### config.mk
export PLATFORM = sky130hd
export DESIGN_NAME = uart_hex_tx
export DESIGN_NICKNAME = d
export VERILOG_FILES = /design/src/rtl/uart_hex_tx.sv
export SDC_FILE = /design/constraint.sdc
export NUM_CORES = 1
export LEC_CHECK = 0
export CAP_MARGIN = 30
export CELL_PAD_IN_SITES_DETAIL_PLACEMENT = 1
export CELL_PAD_IN_SITES_GLOBAL_PLACEMENT = 1
export CORE_MARGIN = 4
export CORE_UTILIZATION = 45
export CTS_CLUSTER_DIAMETER = 200
export CTS_CLUSTER_SIZE = 20
export DETAILED_ROUTE_END_ITERATION = 10
export PLACE_DENSITY = 0.86
export SLEW_MARGIN = 15
export SYNTH_ARGS = -nofsm -noshare
export SYNTH_HDL_FRONTEND = slang
export SYNTH_SLANG_ARGS = --single-unit
### constraint.sdc
create_clock -name clk -period 3.4 [get_ports clk]
set_clock_uncertainty 0.05 [all_clocks]
set_input_delay 0.68 -clock clk [delete_from_list [all_inputs] [get_ports clk]]
set_output_delay 0.68 -clock clk [all_outputs]
set_load 0.01 [all_outputs]
### src/rtl/uart_hex_tx.sv
// Word FIFO feeding an 8N1 UART transmitter that prints each 16-bit word as four
// uppercase ASCII hex characters, optionally followed by CR LF.
module uart_hex_tx #(
    parameter int unsigned CLKS_PER_BIT = 868,
    parameter int unsigned FIFO_DEPTH   = 4,
    parameter int unsigned APPEND_CRLF  = 1
) (
    input  logic        clk,
    input  logic        rst,
    input  logic        i_valid,
    input  logic [15:0] i_data,
    output logic        o_ready,
    output logic        o_tx,
    output logic        o_busy
);

    localparam int unsigned CntW = (CLKS_PER_BIT > 1) ? $clog2(CLKS_PER_BIT) : 1;
    localparam int unsigned PtrW = $clog2(FIFO_DEPTH);

    localparam logic [CntW-1:0] BaudLast = CntW'(CLKS_PER_BIT - 1);
    localparam logic [PtrW:0]   FifoFull = (PtrW + 1)'(FIFO_DEPTH);
    localparam logic [2:0]      LastChar = (APPEND_CRLF != 0) ? 3'd5 : 3'd3;

    localparam logic [1:0] StIdle  = 2'd0;
    localparam logic [1:0] StStart = 2'd1;
    localparam logic [1:0] StData  = 2'd2;
    localparam logic [1:0] StStop  = 2'd3;

    logic [15:0]     mem_q [FIFO_DEPTH];
    logic [PtrW-1:0] wr_ptr_q, rd_ptr_q;
    logic [PtrW:0]   count_q, count_d;
    logic            push, pop;

    logic [1:0]      state_q, state_d;
    logic [15:0]     word_q, word_d;
    logic [2:0]      char_q, char_d;
    logic [2:0]      bit_q, bit_d;
    logic [CntW-1:0] baud_q, baud_d;
    logic            baud_done;
    logic            tx_q, tx_d;
    logic            busy_q, busy_d;
    logic [7:0]      next_char;

    function automatic logic [7:0] char_byte(input logic [15:0] w, input logic [2:0] idx);
        logic [3:0] nib;
        case (idx)
            3'd0:    nib = w[15:12];
            3'd1:    nib = w[11:8];
            3'd2:    nib = w[7:4];
            default: nib = w[3:0];
        endcase
        if (idx == 3'd4) return 8'h0D;
        if (idx == 3'd5) return 8'h0A;
        return (nib < 4'd10) ? (8'h30 + {4'h0, nib}) : (8'h37 + {4'h0, nib});
    endfunction

    assign o_ready   = (count_q != FifoFull);
    assign push      = i_valid && o_ready;
    assign pop       = (state_q == StIdle) && (count_q != '0);
    assign baud_done = (baud_q == BaudLast);

    always_comb begin
        count_d = count_q;
        case ({push, pop})
            2'b10:   count_d = count_q + (PtrW + 1)'(1);
            2'b01:   count_d = count_q - (PtrW + 1)'(1);
            default: count_d = count_q;
        endcase
    end

    // Storage carries no reset; the pointers and count define what is valid.
    always_ff @(posedge clk) begin
        if (push) mem_q[wr_ptr_q] <= i_data;
    end

    always_ff @(posedge clk or posedge rst) begin
        if (rst) begin
            wr_ptr_q <= '0;
            rd_ptr_q <= '0;
            count_q  <= '0;
        end else begin
            if (push) wr_ptr_q <= wr_ptr_q + PtrW'(1);
            if (pop)  rd_ptr_q <= rd_ptr_q + PtrW'(1);
            count_q <= count_d;
        end
    end

    always_comb begin
        state_d = state_q;
        word_d  = word_q;
        char_d  = char_q;
        bit_d   = bit_q;
        baud_d  = baud_q;
        case (state_q)
            StIdle: begin
                if (pop) begin
                    state_d = StStart;
                    word_d  = mem_q[rd_ptr_q];
                    char_d  = '0;
                    baud_d  = '0;
                end
            end
            StStart: begin
                if (baud_done) begin
                    state_d = StData;
                    bit_d   = '0;
                    baud_d  = '0;
                end else begin
                    baud_d = baud_q + CntW'(1);
                end
            end
            StData: begin
                if (baud_done) begin
                    baud_d = '0;
                    if (bit_q == 3'd7) state_d = StStop;
                    else               bit_d   = bit_q + 3'd1;
                end else begin
                    baud_d = baud_q + CntW'(1);
                end
            end
            StStop: begin
                if (baud_done) begin
                    baud_d = '0;
                    // Next character starts with no idle gap inside a word.
                    if (char_q == LastChar) begin
                        state_d = StIdle;
                    end else begin
                        state_d = StStart;
                        char_d  = char_q + 3'd1;
                    end
                end else begin
                    baud_d = baud_q + CntW'(1);
                end
            end
            default: state_d = StIdle;
        endcase
    end

    // Line level is registered from next state so o_tx is glitch-free.
    always_comb begin
        next_char = char_byte(word_d, char_d);
        case (state_d)
            StStart: tx_d = 1'b0;
            StData:  tx_d = next_char[bit_d];
            default: tx_d = 1'b1;
        endcase
        busy_d = (count_d != '0) || (state_d != StIdle);
    end

    always_ff @(posedge clk or posedge rst) begin
        if (rst) begin
            state_q <= StIdle;
            word_q  <= '0;
            char_q  <= '0;
            bit_q   <= '0;
            baud_q  <= '0;
            tx_q    <= 1'b1;
            busy_q  <= 1'b0;
        end else begin
            state_q <= state_d;
            word_q  <= word_d;
            char_q  <= char_d;
            bit_q   <= bit_d;
            baud_q  <= baud_d;
            tx_q    <= tx_d;
            busy_q  <= busy_d;
        end
    end

    assign o_tx   = tx_q;
    assign o_busy = busy_q;

endmodule

==> summary.md <==
| Metric | Value |
|---|---|
| 1st-iter DRT viols | `176` |
| Min-delay worst type | `in2async` |
| Max Transition Viols Final | `0` |
| Clk sinks | `107` |
| Flop pwr share | `58.5%` |
| CP arrival | `3.71 ns` |
| Synth Net Count | `402` |
| CORE AREA | `10500 um^2` |
| FMAX | `0.289 GHz` |
| Pleak | `0.00239 uW` |
| Commonest non-fill, non-tap cell in the layout | `edfxtp_1` |
| CP startpoint kind | `register` |
| Synth async-reset ratio | `40.2%` |
| Pre-CTS WS | `-0.0753 ns` |
| Clock slew at reported path FFs | `0.10 ns` |
| Die height | `113 um` |
| Final ANT Viol Nets | `0` |
| GR Util All Layers | `18.1%` |
| I/O Pins | `22` |
| Routed WL | `11200 um` |
| Final worst path period share | `102%` |
| Antenna violations before repair | `0` |
| Cts-stage hold buffer count | `0` |
| # DRC | `0` |
| Most frequent cells in the layout | `edfxtp_1, nand2_1, buf_4` |
| Crit-path max FO | `5` |
| Hpwl dp | `7390 um` |
| Int Pwr | `2080 uW` |
| Global routing's busiest layer | `met2` |
| Design area | `5950 um^2` |
| CTS tree | `done` |
| Flops & latches, synth | `107` |
| Total number of vias | `3180` |
| Vias per cell | `5.51` |
| Clock Latency Late Sink | `0.37 ns` |
| Hold WS | `0.429 ns` |
| Worst R2R Setup Slack | `-0.06 ns` |
| CP endpoint kind | `register` |
| GRT overflow | `0` |
| Violated checks | `setup timing` |
| Critical Path RT | `3.65 ns` |
| Final hold violation count | `0` |
| Setup Crit Path Kind | `reg2reg` |
| Die W | `113 um` |
| VDD IR max | `393 uV` |
| CTS Root Cell | `clkbuf_8` |
| Power share of the combinational group | `12.9%` |
| Syn Inst Count | `367` |
| Final Setup Violations | `1` |
| Most used DFF post-synth | `edfxtp_1` |
| Initial Util | `47.0%` |
| Detailed Routing Iterations Pass 1 | `4` |
| Htree depth | `3` |
| Total Nets Final | `471` |
| Max-Cap Viols | `0` |
| Syn. warnings | `0` |
| GR Layer Usage met2 | `33.2%` |
| P&R area growth vs syn | `20.5%` |
| Synth unique cells | `62` |
| Met1 Usage GRT | `21.4%` |
| First-pass GRT wire length | `18200 um` |
| Net switching power | `750 uW` |
| # port buffers | `21` |
| EDFF count, synth | `64` |
| Worst slew pin tran | `0.469 ns` |
| Sequential fraction of the synthesis area | `60.8%` |
| RSZ-0062 raised after global routing | `yes` |
| Diode count | `0` |
| Row count | `37` |
| Num CTS Buffers | `9` |
| Cell accounting for the most synthesized area | `edfxtp_1` |
| Final worst slack | `-0.0576 ns` |
| Met3 usage | `3.64%` |
| Largest buffer count on any clock path | `2` |
| Number of global-route vias before repair | `3550` |
| Top post-synthesis cells by area | `edfxtp_1, dfrtp_1, mux4_2` |
| Routability cong. | `0.796` |
| Die ar. | `12700 um^2` |
| Status | `finished with violations` |
| Share of cells above drive strength 1 | `26.1%` |
| Post-synth top area share | `38.9%` |
| Rel. slew slack | `67.9%` |
| Pwr dens | `476 nW/um^2` |
| Pin count of the biggest net entering global routing | `25` |
| Power share of the clock group | `28.6%` |
| Mapped Area | `4940 um^2` |
| Avg WL per Cell | `19.4 um` |
| Syn avg cell area | `13.4 um^2` |
| Instance area at placement | `5500 um^2` |
| Min cycle time layout | `3.46 ns` |
| Switching fraction of total power | `26.5%` |
## Yosys cell counts (3+ instances only)
cell type and count:
nand3_1 11, mux2i_1 7, and3_2 4, nor2_1 9, and3_1 5, xor2_1 4
ha_1 15, mux4_2 16, nor3_1 4, clkbuf_1 5, o31ai_1 4, xnor2_1 7
nor4_1 3, inv_1 21, o21ai_0 22, nand2b_1 4, buf_2 3, dfrtp_1 42
edfxtp_1 64, nand2_1 60, a21oi_1 8
## flip-flops by register name (all words and copies together) (netlist names)
register / cells
wr_ptr_q: 2
count_q: 3
o_tx: 1
word_q: 16
state_q: 2
o_busy: 1
baud_q: 10
mem_q: 64
char_q: 3
rd_ptr_q: 2
bit_q: 3
## through the flow
step	std cells	util, %	TNS [ns]	power (uW)
6_report	577	56.6	-0.0576	2830
3_5_place_dp	544	52.4	-0.0753	2050
2_1_floorplan	367	-	0	1870
3_3_place_gp	544	52.4	0	2010
4_1_cts	571	55.4	0	2860
5_1_grt	577	56.6	-0.195	2970
## critical path, cell delays in order (launching register included)
cell	delay [ns]
dfrtp_1	0.40
inv_2	0.08
ha_1	0.34
o21ai_1	0.35
o31ai_4	0.16
buf_4	0.17
nor3_2	0.27
nor4_4	0.08
a211oi_2	0.28
ha_1	0.30
or4_4	0.50
a21boi_2	0.16
o21ai_1	0.08
o211ai_2	0.17
## final cells by class
cell class | instances | area (um^2)
Timing Repair Buffer | 67 | 583
Clock inverter | 6 | 77.6
Inverter | 24 | 92.6
Clock buffer | 10 | 128
Sequential cell | 107 | 3000
Tap cell | 136 | 170
Fill cell | 1019 | 4560
Multi-Input combinational cell | 227 | 1900
## routing by layer
metal	vias to the layer above	share of wire, %
met3	11	2.0
met4	0	1.1
met5	-	0
met1	1639	42
met2	37	55
li1	1493	-
## final timing paths
check / startpoint / to / cells past startpoint
max: state_q[1]$_DFF_PP0_ / o_tx$_DFF_PP1_ / 13
min: rst / baud_q[2]$_DFFE_PP0P_ / 2
max reg2reg: state_q[1]$_DFF_PP0_ / o_tx$_DFF_PP1_ / 13
min reg2reg: baud_q[9]$_DFFE_PP0P_ / baud_q[9]$_DFFE_PP0P_ / 1
max in group asynchronous: rst / rd_ptr_q[1]$_DFFE_PP0N_ / 4
min in group clk: baud_q[9]$_DFFE_PP0P_ / baud_q[9]$_DFFE_PP0P_ / 1
## power groups by stage
| stage | logic (uW) | registers [uW] | clock network, uW |
|---|---|---|---|
| final | 365 | 1660 | 812 |
| after global routing | 411 | 1670 | 881 |
| after detailed placement | 370 | 1680 | 0 |
| after floorplan | 227 | 1650 | 0 |
| after CTS | 368 | 1660 | 832 |
| after global placement | 343 | 1660 | 0 |
## what timing repair did
action	4_1_cts	5_1_grt
resized for setup	8	13
endpoints found under the setup margin	1	1
pin swaps	12	11
setup buffers	11	5
## kinds of logic after synthesis
family,share of synthesized area (%)
AO/OA/AOI/OAI,9.48
adder cells (fa/ha/maj),4.21
AND/OR/NAND/NOR,12.2
multiplexers,8.72
flip-flops,60.8
XOR/XNOR,1.95
buffers and inverters,2.64
(Power assumes the default switching activity.)
